File: src/rtl/fix_ram_pkg.sv
// Shared types for the message-buffer RAM port arbiter: FSM state, the
// registered RAM command and a wrap-around increment for the priority pointer.
package fix_ram_pkg;

  localparam int MAX_REQ        = 8;
  localparam int ID_WIDTH       = $clog2(MAX_REQ);
  // Command fields are sized for the widest port this block may drive.
  localparam int MAX_ADDR_WIDTH = 32;
  localparam int MAX_DATA_WIDTH = 64;

  typedef enum logic {
    ARB  = 1'b0,
    LOCK = 1'b1
  } arb_state_t;

  typedef struct packed {
    logic                      we;
    logic [MAX_ADDR_WIDTH-1:0] addr;
    logic [MAX_DATA_WIDTH-1:0] wdata;
    logic [ID_WIDTH-1:0]       id;
  } ram_cmd_t;

  function automatic int unsigned wrap_inc(input int unsigned v, input int unsigned n);
    return (v + 32'd1 >= n) ? 32'd0 : v + 32'd1;
  endfunction

endpackage

File: src/rtl/rr_arbiter.sv
// Combinational round-robin picker: first set bit of req at or above ptr,
// wrapping modulo NUM_REQ. Returns a one-hot grant and its index.
module rr_arbiter #(
  parameter int NUM_REQ = 4,
  parameter int IDX_W   = $clog2(NUM_REQ)
) (
  input  logic [NUM_REQ-1:0] req,
  input  logic [IDX_W-1:0]   ptr,
  output logic [NUM_REQ-1:0] grant,
  output logic [IDX_W-1:0]   grant_idx
);

  logic [IDX_W:0]   sum;
  logic [IDX_W-1:0] idx;
  logic             found;

  always_comb begin
    grant     = '0;
    grant_idx = '0;
    found     = 1'b0;
    sum       = '0;
    idx       = '0;
    for (int i = 0; i < NUM_REQ; i++) begin
      sum = {1'b0, ptr} + (IDX_W+1)'(i);
      if (sum >= (IDX_W+1)'(NUM_REQ)) begin
        sum = sum - (IDX_W+1)'(NUM_REQ);
      end
      idx = sum[IDX_W-1:0];
      if (!found && req[idx]) begin
        found      = 1'b1;
        grant[idx] = 1'b1;
        grant_idx  = idx;
      end
    end
  end

endmodule

File: src/rtl/ram_port_arbiter.sv
// Shares one synchronous RAM port between NUM_REQ requesters with round-robin
// arbitration, a burst lock, a registered command stage and read-data return.
module ram_port_arbiter
  import fix_ram_pkg::*;
#(
  parameter int NUM_REQ    = 4,
  parameter int ADDR_WIDTH = 8,
  parameter int DATA_WIDTH = 32
) (
  input  logic                                 clk,
  input  logic                                 rst,
  input  logic [NUM_REQ-1:0]                   req_valid,
  output logic [NUM_REQ-1:0]                   req_ready,
  input  logic [NUM_REQ-1:0]                   req_we,
  input  logic [NUM_REQ-1:0]                   req_lock,
  input  logic [NUM_REQ-1:0][ADDR_WIDTH-1:0]   req_addr,
  input  logic [NUM_REQ-1:0][DATA_WIDTH-1:0]   req_wdata,
  output logic [NUM_REQ-1:0]                   rsp_valid,
  output logic [DATA_WIDTH-1:0]                rsp_rdata,
  output logic                                 ram_cs,
  output logic                                 ram_we,
  output logic                                 ram_oe,
  output logic [ADDR_WIDTH-1:0]                ram_address,
  output logic [DATA_WIDTH-1:0]                ram_wdata,
  input  logic [DATA_WIDTH-1:0]                ram_rdata
);

  localparam int IDX_W = $clog2(NUM_REQ);

  arb_state_t                  state_q, state_d;
  logic [IDX_W-1:0]            ptr_q, ptr_d;
  logic [IDX_W-1:0]            owner_q, owner_d;
  ram_cmd_t                    cmd_q, cmd_d;
  logic                        cs_q, cs_d;
  logic                        we_q, we_d;
  logic                        oe_q, oe_d;
  logic [1:0]                  tag_valid_q, tag_valid_d;
  logic [1:0][IDX_W-1:0]       tag_id_q, tag_id_d;

  logic [NUM_REQ-1:0]          owner_mask;
  logic [NUM_REQ-1:0]          arb_req;
  logic [NUM_REQ-1:0]          grant;
  logic [IDX_W-1:0]            grant_idx;
  logic                        xfer;
  logic                        unused_cmd_bits;

  genvar gi;
  generate
    for (gi = 0; gi < NUM_REQ; gi++) begin : g_per_req
      assign owner_mask[gi] = (owner_q == IDX_W'(gi));
      assign rsp_valid[gi]  = !rst && tag_valid_q[1] && (tag_id_q[1] == IDX_W'(gi));
    end
  endgenerate

  // While locked only the owner competes, so an idle owner stalls everyone.
  assign arb_req = (state_q == LOCK) ? (req_valid & owner_mask) : req_valid;

  rr_arbiter #(.NUM_REQ(NUM_REQ)) u_rr (
    .req       (arb_req),
    .ptr       (ptr_q),
    .grant     (grant),
    .grant_idx (grant_idx)
  );

  assign req_ready = rst ? '0 : grant;
  assign xfer      = |grant;

  always_comb begin
    state_d     = state_q;
    ptr_d       = ptr_q;
    owner_d     = owner_q;
    cmd_d       = cmd_q;
    cs_d        = xfer;
    we_d        = xfer && req_we[grant_idx];
    oe_d        = xfer && !req_we[grant_idx];
    tag_valid_d = {tag_valid_q[0], oe_d};
    tag_id_d    = {tag_id_q[0], grant_idx};

    case (state_q)
      ARB: begin
        if (xfer) begin
          ptr_d = IDX_W'(wrap_inc(32'(grant_idx), 32'(NUM_REQ)));
          if (req_lock[grant_idx]) begin
            state_d = LOCK;
            owner_d = grant_idx;
          end
        end
      end
      LOCK: begin
        if (xfer && !req_lock[grant_idx]) begin
          state_d = ARB;
          ptr_d   = IDX_W'(wrap_inc(32'(owner_q), 32'(NUM_REQ)));
        end
      end
      default: state_d = ARB;
    endcase

    // Address and data hold their last value between commands.
    if (xfer) begin
      cmd_d.we    = req_we[grant_idx];
      cmd_d.addr  = MAX_ADDR_WIDTH'(req_addr[grant_idx]);
      cmd_d.wdata = req_we[grant_idx] ? MAX_DATA_WIDTH'(req_wdata[grant_idx]) : '0;
      cmd_d.id    = ID_WIDTH'(grant_idx);
    end
  end

  always_ff @(posedge clk) begin
    if (rst) begin
      state_q     <= ARB;
      ptr_q       <= '0;
      owner_q     <= '0;
      cmd_q       <= '0;
      cs_q        <= 1'b0;
      we_q        <= 1'b0;
      oe_q        <= 1'b0;
      tag_valid_q <= '0;
      tag_id_q    <= '0;
    end else begin
      state_q     <= state_d;
      ptr_q       <= ptr_d;
      owner_q     <= owner_d;
      cmd_q       <= cmd_d;
      cs_q        <= cs_d;
      we_q        <= we_d;
      oe_q        <= oe_d;
      tag_valid_q <= tag_valid_d;
      tag_id_q    <= tag_id_d;
    end
  end

  assign ram_cs      = cs_q;
  assign ram_we      = we_q;
  assign ram_oe      = oe_q;
  assign ram_address = cmd_q.addr[ADDR_WIDTH-1:0];
  assign ram_wdata   = cmd_q.wdata[DATA_WIDTH-1:0];
  assign rsp_rdata   = (!rst && tag_valid_q[1]) ? ram_rdata : '0;

  // Upper command bits are zero-extension; we/id travel via their own flops.
  assign unused_cmd_bits = ^{cmd_q.we, cmd_q.id, cmd_q.addr, cmd_q.wdata};

endmodule

File: config.mk
export PLATFORM = sky130hd
export DESIGN_NAME = ram_port_arbiter
export DESIGN_NICKNAME = d
export VERILOG_FILES = /design/src/rtl/fix_ram_pkg.sv /design/src/rtl/rr_arbiter.sv /design/src/rtl/ram_port_arbiter.sv
export SDC_FILE = /design/constraint.sdc
export NUM_CORES = 1
export LEC_CHECK = 0
export BUFFER_PORTS_ARGS = -buffer_cell sky130_fd_sc_hd__buf_2
export CORE_AREA = 5 5 110 112
export CTS_CLUSTER_DIAMETER = 80
export DETAILED_ROUTE_END_ITERATION = 16
export DIE_AREA = 0 0 115 117
export PLACE_DENSITY = 0.81
export SYNTH_ARGS = -nofsm -noshare
export SYNTH_HDL_FRONTEND = slang
export SYNTH_SLANG_ARGS = --single-unit
File: constraint.sdc
create_clock -name clk -period 3 [get_ports clk]
set_input_delay 0.6 -clock clk [delete_from_list [all_inputs] [get_ports clk]]
set_output_delay 0.6 -clock clk [all_outputs]
set_load 0.005 [all_outputs]
# ---- Word level (Yosys, flattened, before mapping)
# Index checks and enable logic that the tools add are counted.
# W data, S select, Z words.
dict set report word_totals {
  wordCells 126
  out_inout_bits 83
  ff_bits 54
  input_bits 206
}
dict set report classes {
  mux 52
  addsub 9
  bitwise_logic 5
  n_eq_ne 8
  n_reduce_logical 26
  order_cmp 15
}
# op count
set op_table {}
lappend op_table {{$mux W32} 3}
lappend op_table {{$bmux W32 S2} 1}
lappend op_table {{$mux W2} 12}
lappend op_table {{$mux W4} 6}
lappend op_table {{$bmux W8 S2} 1}
lappend op_table {{$mux W1} 16}
lappend op_table {{$ge A3 B3 Y1 const B} 5}
lappend op_table {{$logic_and A1 B1 Y1} 15}
lappend op_table {{$lt A2 B3 Y1 const B} 5}
lappend op_table {{$bmux W1 S2} 6}
lappend op_table {{$or A4 B4 Y4} 3}
lappend op_table {{$add A2 B1 Y3 const B} 3}
lappend op_table {{$demux W1 S2} 4}
lappend op_table {{$eq A2 B2 Y1 const B} 4}
lappend op_table {{$ge A2 B1 Y1 const B} 4}
lappend op_table {{$mux W8} 1}
lappend op_table {{$sub A2 B1 Y2 const B} 4}
lappend op_table {{$add A2 B2 Y3 const B} 2}
lappend op_table {{$logic_not A1 Y1} 6}
lappend op_table {{$and A4 B4 Y4} 1}
lappend op_table {{$eq A2 B1 Y1 const B} 2}
lappend op_table {{$logic_not A2 Y1} 2}
lappend op_table {{$pmux W2 S2} 1}
lappend op_table {{$reduce_or A4 Y1} 1}
lappend op_table {{other kinds (7)} 7}

# ---- Depth between registers and ports, before layout
dict set report logic_depth {
  ltp_word 21
  mapped_depth 15
}

# ---- Modules after synthesis
# From an unflattened synthesis, not the netlist that was laid out.
dict set report hier_totals {
  hier_cells 380
  hier_area_um2 3682.3
}
# module area_each_um2 seq_area_each_um2 n_inst cells_each
set modules_own_cells {}
lappend modules_own_cells {ram_port_arbiter 3278.1 1061.0 1 332}
lappend modules_own_cells {rr_arbiter 404.1 0.0 1 48}

# ---- Least setup slack after synthesis
# Ideal clock, no wire load.
dict set report synth_path {
  kind {reg2reg}
  startpoint {register ptr_q[0]}
  endpoint {register cmd_q (netlist bit ram_wdata[17])}
  slack_ps -30
  setup_ps 117
  stages_incl_launch_ff 14
  path_buffers 4
  arrival_time_ps 2914
  required_time_ps 2883
  path_cell_list {dfxtp_1 -> buf_6 -> buf_8 -> inv_1 -> ha_1 -> inv_1 -> a211oi_2 -> or2_4 -> nor3_1 -> nand4b_1 -> buf_4 -> buf_2 -> mux4_2 -> a22o_1}
}
dict set report synth_between {
  elab_chain_len 17
  elab_cells_between_ends 69
  cone_classes {add/sub: 7; order compare: 12; mux: 36; bitwise: 3; reduce/logical: 11}
}
# element line_no
set synth_lines {}
lappend synth_lines {{start, declared} ram_port_arbiter.sv:31} ;# logic [IDX_W-1:0] ptr_q, ptr_d;
lappend synth_lines {{start signal, assigned} ram_port_arbiter.sv:120} ;# ptr_q <= ptr_d;
lappend synth_lines {{parallel branches: the longest is 17 deep, another holds $add A2 B1 Y3} n/a}
lappend synth_lines {{end signal, assigned} ram_port_arbiter.sv:122} ;# cmd_q <= cmd_d;
lappend synth_lines {{end, declared} ram_port_arbiter.sv:33} ;# ram_cmd_t cmd_q, cmd_d;
# Several ways; the timed one is not identified. The select of a mux whose other input is x is not followed.
# A chain may end at the register's enable or synchronous reset.

# ---- Final worst setup path
dict set report layout_path {
  startpoint {register owner_q[0]}
  endpoint {output port req_ready[2]}
}
dict set report layout_between {
  elab_chain_len 16
  elab_cells_between_ends 31
  cone_classes {eq/ne: 3; mux: 17; bitwise: 4; reduce/logical: 7}
}
# element line_no
set layout_lines {}
lappend layout_lines {{start, declared} ram_port_arbiter.sv:32} ;# logic [IDX_W-1:0] owner_q, owner_d;
lappend layout_lines {{start signal, assigned} ram_port_arbiter.sv:121} ;# owner_q <= owner_d;
lappend layout_lines {{$eq A2 B1 Y1 (tied with other cells)} ram_port_arbiter.sv:50} ;# assign owner_mask[gi] = (owner_q == IDX_W'(gi));
lappend layout_lines {{$and A4 B4 Y4 *} ram_port_arbiter.sv:56} ;# assign arb_req = (state_q == LOCK) ? (req_valid & owner_mask) : req_valid;
lappend layout_lines {{$mux W4 *} ram_port_arbiter.sv:56}
lappend layout_lines {{$bmux W1 S2} rr_arbiter.sv:29} ;# if (!found && req[idx]) begin
lappend layout_lines {{$mux W1 (not written as such)} rr_arbiter.sv:29}
lappend layout_lines {{$mux W1} rr_arbiter.sv:29}
lappend layout_lines {{$logic_not A1 Y1} rr_arbiter.sv:29}
lappend layout_lines {{$logic_and A1 B1 Y1} rr_arbiter.sv:29}
lappend layout_lines {{$mux W1} rr_arbiter.sv:29}
lappend layout_lines {{$logic_not A1 Y1} rr_arbiter.sv:29}
lappend layout_lines {{$logic_and A1 B1 Y1} rr_arbiter.sv:29}
lappend layout_lines {{$mux W1} rr_arbiter.sv:29}
lappend layout_lines {{$logic_not A1 Y1} rr_arbiter.sv:29}
lappend layout_lines {{$logic_and A1 B1 Y1} rr_arbiter.sv:29}
lappend layout_lines {{$mux W4 *} rr_arbiter.sv:29}
lappend layout_lines {{$mux W4 *} ram_port_arbiter.sv:65} ;# assign req_ready = rst ? '0 : grant;
lappend layout_lines {{end, declared} ram_port_arbiter.sv:13} ;# output logic [NUM_REQ-1:0] req_ready,
# Every way passes the cells marked *; elsewhere a longest branch is shown, timed or not. The select of a mux whose other input is x is not followed.

==> flow_metrics.py <==
metrics = {
    "status": {
        "outcome": "complete, no violations",
    },
    "cts": {
        "cts.sinks": 53,
        "cts_tree": "built",
        "htreeDepth": 2,
        "cts.path.max_buffers": 2,
        "clock_tree.root_cell": "clkbuf_16",
        "numCtsBuffers": 5,
        "clk_latency_ns": 0.29,
        "clkTransAtPathRegs_ns": 0.07,
        "cts-hold-fix-buffers": 0,
    },
    "sta": {
        "hold_viol": 0,
        "setup_viol": 0,
        "min_period_over_period_pct": 99.3,
        "rsz0062_at_grt": "true",
        "worstMarginPinSlew_ns": 0.337,
        "drv_slew": 0,
        "fin_crit_ns": 2.98,
        "relSlewSlack_pct": 76.9,
        "fmax_ghz": 0.336,
        "worst_clock_skew_ns": 0.00703,
    },
    "die": {
        "design.core.area_sq_mm": 0.0111,
        "start_util_pct": 33.3,
        "fp.dieArea_sq_mm": 0.0135,
        "rows": 39,
        "dieHeight_um": 117,
        "ioPinCount": 289,
        "fp.dieW_um": 115,
    },
    "layout": {
        "nFillCells": 1034,
        "multiInputGateArea_sq_mm": 0.00265,
        "drive_gt1_share_pct": 63.2,
        "nNetsFinal": 844,
        "seqCellArea_sq_mm": 0.00107,
        "area_growth_pct": 56.4,
        "finalNonFillerCells": 771,
        "utilization_pct": 52.1,
    },
    "setup_path": {
        "cp-end-kind": "primary output",
        "crit_buf_inv": 3,
        "crit_arrival_ns": 2.38,
        "cpMaxStageDelayCell": "or3_4",
        "crit_fanout": 5,
        "start_kind": "flip-flop",
        "cpMostUsedCell": "a21oi_4",
        "cp_top_family": "compound AO/OA/AOI/OAI gates",
        "critPathMaxStageDelay_ns": 0.42,
        "critical_path_required_ns": 2.40,
        "cp_cell_sequence": "inv_4 > ha_4 > mux2i_4 > a21oi_4 > or3_4 > a21oi_4 > a221oi_4 > buf_4 > a21oi_2 > buf_2",
        "critPathKind": "reg -> out",
    },
    "synth": {
        "synth_mux_area_share_pct": 34.3,
        "yosys.area_share.adder_pct": 4.05,
        "netlist_area_sq_mm": 0.00371,
        "syn_area_per_cell_sq_um": 11.2,
        "synth-xor-area-share_pct": 0.236,
        "synth_cells": 332,
        "synth_fp_nets": 550,
        "synth-seq-cells": 53,
        "synth_top_family_by_area": "multiplexers",
        "synth-edff-count": 0,
        "synth.distinct_cells": 49,
        "synth_compound_area_share_pct": 13.8,
        "yosys_warnings": 0,
        "ys.flop_type": "dfxtp_1",
        "async_reset_ff_share_pct": 0,
        "ys_seq_area_share_pct": 28.6,
        "synth_simple_gate_area_share_pct": 13.7,
    },
    "min_path": {
        "hp-class": "reg -> reg",
    },
    "route": {
        "firstDrtPassIters": 4,
        "drc": 0,
        "wl_per_cell_um": 18.2,
        "ant_nets": 0,
        "wirelength_mm": 14.1,
        "first_iter_violations": 227,
        "viasPerCell": 5.07,
        "vias": 3912,
    },
    "placed_design": {
        "io_buffers": 288,
        "place_hpwl_mm": 11.2,
        "gp_congestion": 0.890,
        "place_inst": 758,
    },
    "flow_run": {
        "cap_violations": 0,
    },
    "grt": {
        "grt_max_degree": 50,
        "grt_util_all_layers_pct": 18.2,
        "grt_remaining_overflow": 0,
        "antenna_found_initial": 2,
        "grt_pass1_vias": 3958,
        "grt_pass1_wl_mm": 19.5,
    },
    "power_and_ir_drop": {
        "powerDensity_mw_per_mm2": 942,
        "p_leak_nw": 3.01,
        "ir_drop_mv": 0.417,
    },
}
## flip-flops by register name, indices dropped and copies added (netlist names), named ones only
name         flops
owner_q          2
ptr_q            2
ram_address      8
ram_cs           1
ram_wdata       32
ram_we           1
tag_id_d         2
tag_id_q         2
tag_valid_q      2
## logic make-up (layout without fill, tap and decap cells)
logic type,count (synthesis),after routing
AOI/OAI and AO/OA,60,60
xor gates and xnor gates,1,1
adders and majority gates,12,12
buffers and inverters,35,330
DFF,53,53
muxes,86,86
other,0,1
and+or+nand+nor,85,85
## routing by layer
metal	share of wire, %	up-vias	GRT usage, %	routed length, um
met4	1.5	2	4.85	214
met3	8.7	25	5.35	1230
met1	37	1841	20.6	5220
met2	53	193	33.5	7390
met5	0.092	-	0	13
li1	-	1851	-	-
## through the flow
step	setup slack, ns	power [mW]	hold WS (ns)	setup TNS (ns)	cell area (sq um)
after floorplan	-0.0305	3.58	0.414	-0.610	3710
after global placement	0.0701	4.56	0.435	0	5420
after detailed placement	0.00608	4.64	0.436	0	5420
after CTS	-0.00325	5.29	0.453	-0.00325	5610
after global routing	-0.0688	5.84	0.466	-0.129	5800
final	0.0210	5.46	0.448	0	5800
## power breakdown
part / internal [mW] / switching [mW]
Clock: 0.314 / 0.278
Sequential: 0.901 / 0.109
Combinational: 2.07 / 1.79
## path summary, 6_finish.rpt
check | start | to | slack (ns) | cells after the start
max | owner_q[0] | req_ready[2] | 0.02 | 10
min | tag_id_d[3] | tag_id_q[3] | 0.45 | 1
max reg2reg | owner_q[0] | ram_wdata[21] | 0.11 | 11
min reg2reg | tag_id_d[3] | tag_id_q[3] | 0.45 | 1
## cell usage after synthesis, types with 3 or more instances
library cell | n | area share, %
o21ai_0 | 3 | 0.40
a21oi_1 | 5 | 0.67
clkbuf_1 | 10 | 1.0
buf_6 | 4 | 1.2
nand2_1 | 5 | 0.51
a22o_1 | 32 | 7.6
mux2_2 | 3 | 0.91
mux4_2 | 32 | 19
ha_1 | 12 | 4.0
buf_4 | 3 | 0.61
nor2b_1 | 5 | 0.84
inv_1 | 8 | 0.81
nor2_1 | 16 | 1.6
a221oi_1 | 5 | 1.2
and3_1 | 4 | 0.67
dfxtp_1 | 53 | 29
buf_2 | 8 | 1.1
nand3_1 | 4 | 0.54
and2_1 | 34 | 5.7
mux2i_1 | 49 | 13
## timing repair
item | in CTS | in global routing
pin swaps | 2 | 8
setup buffers | 2 | 3
gates resized for setup | 6 | 35
cloned | 0 | 0
endpoints found under the setup margin | 4 | 38
## cell type report
cell class / instances / share of cell area, %
diodes: 1 / 0.0431
clock buffers: 5 / 2.16
clock inverters: 3 / 0.431
inverters: 8 / 0.561
multi-input cells: 244 / 45.6
flip-flops and latches: 53 / 18.5
well taps: 143 / 3.08
repair buffers: 314 / 29.6
## layout by cell type, fill, tap and decap left out, types with 3 or more instances in the layout
cell type,count
mux2_2,3
and2_1,34
clkbuf_16,5
mux4_2,32
o21ai_0,3
and3_1,4
dfxtp_1,49
buf_2,288
a21oi_1,3
dfxtp_4,3
inv_1,5
nand2_1,5
buf_12,6
a21oi_4,3
a22o_1,32
nand3_1,4
ha_4,4
buf_4,19
mux2i_1,43
nor2_1,16
mux2i_4,4
nor2b_1,5
ha_1,8
mux2i_2,3
No activity file was read; power rests on OpenSTA's default activity.
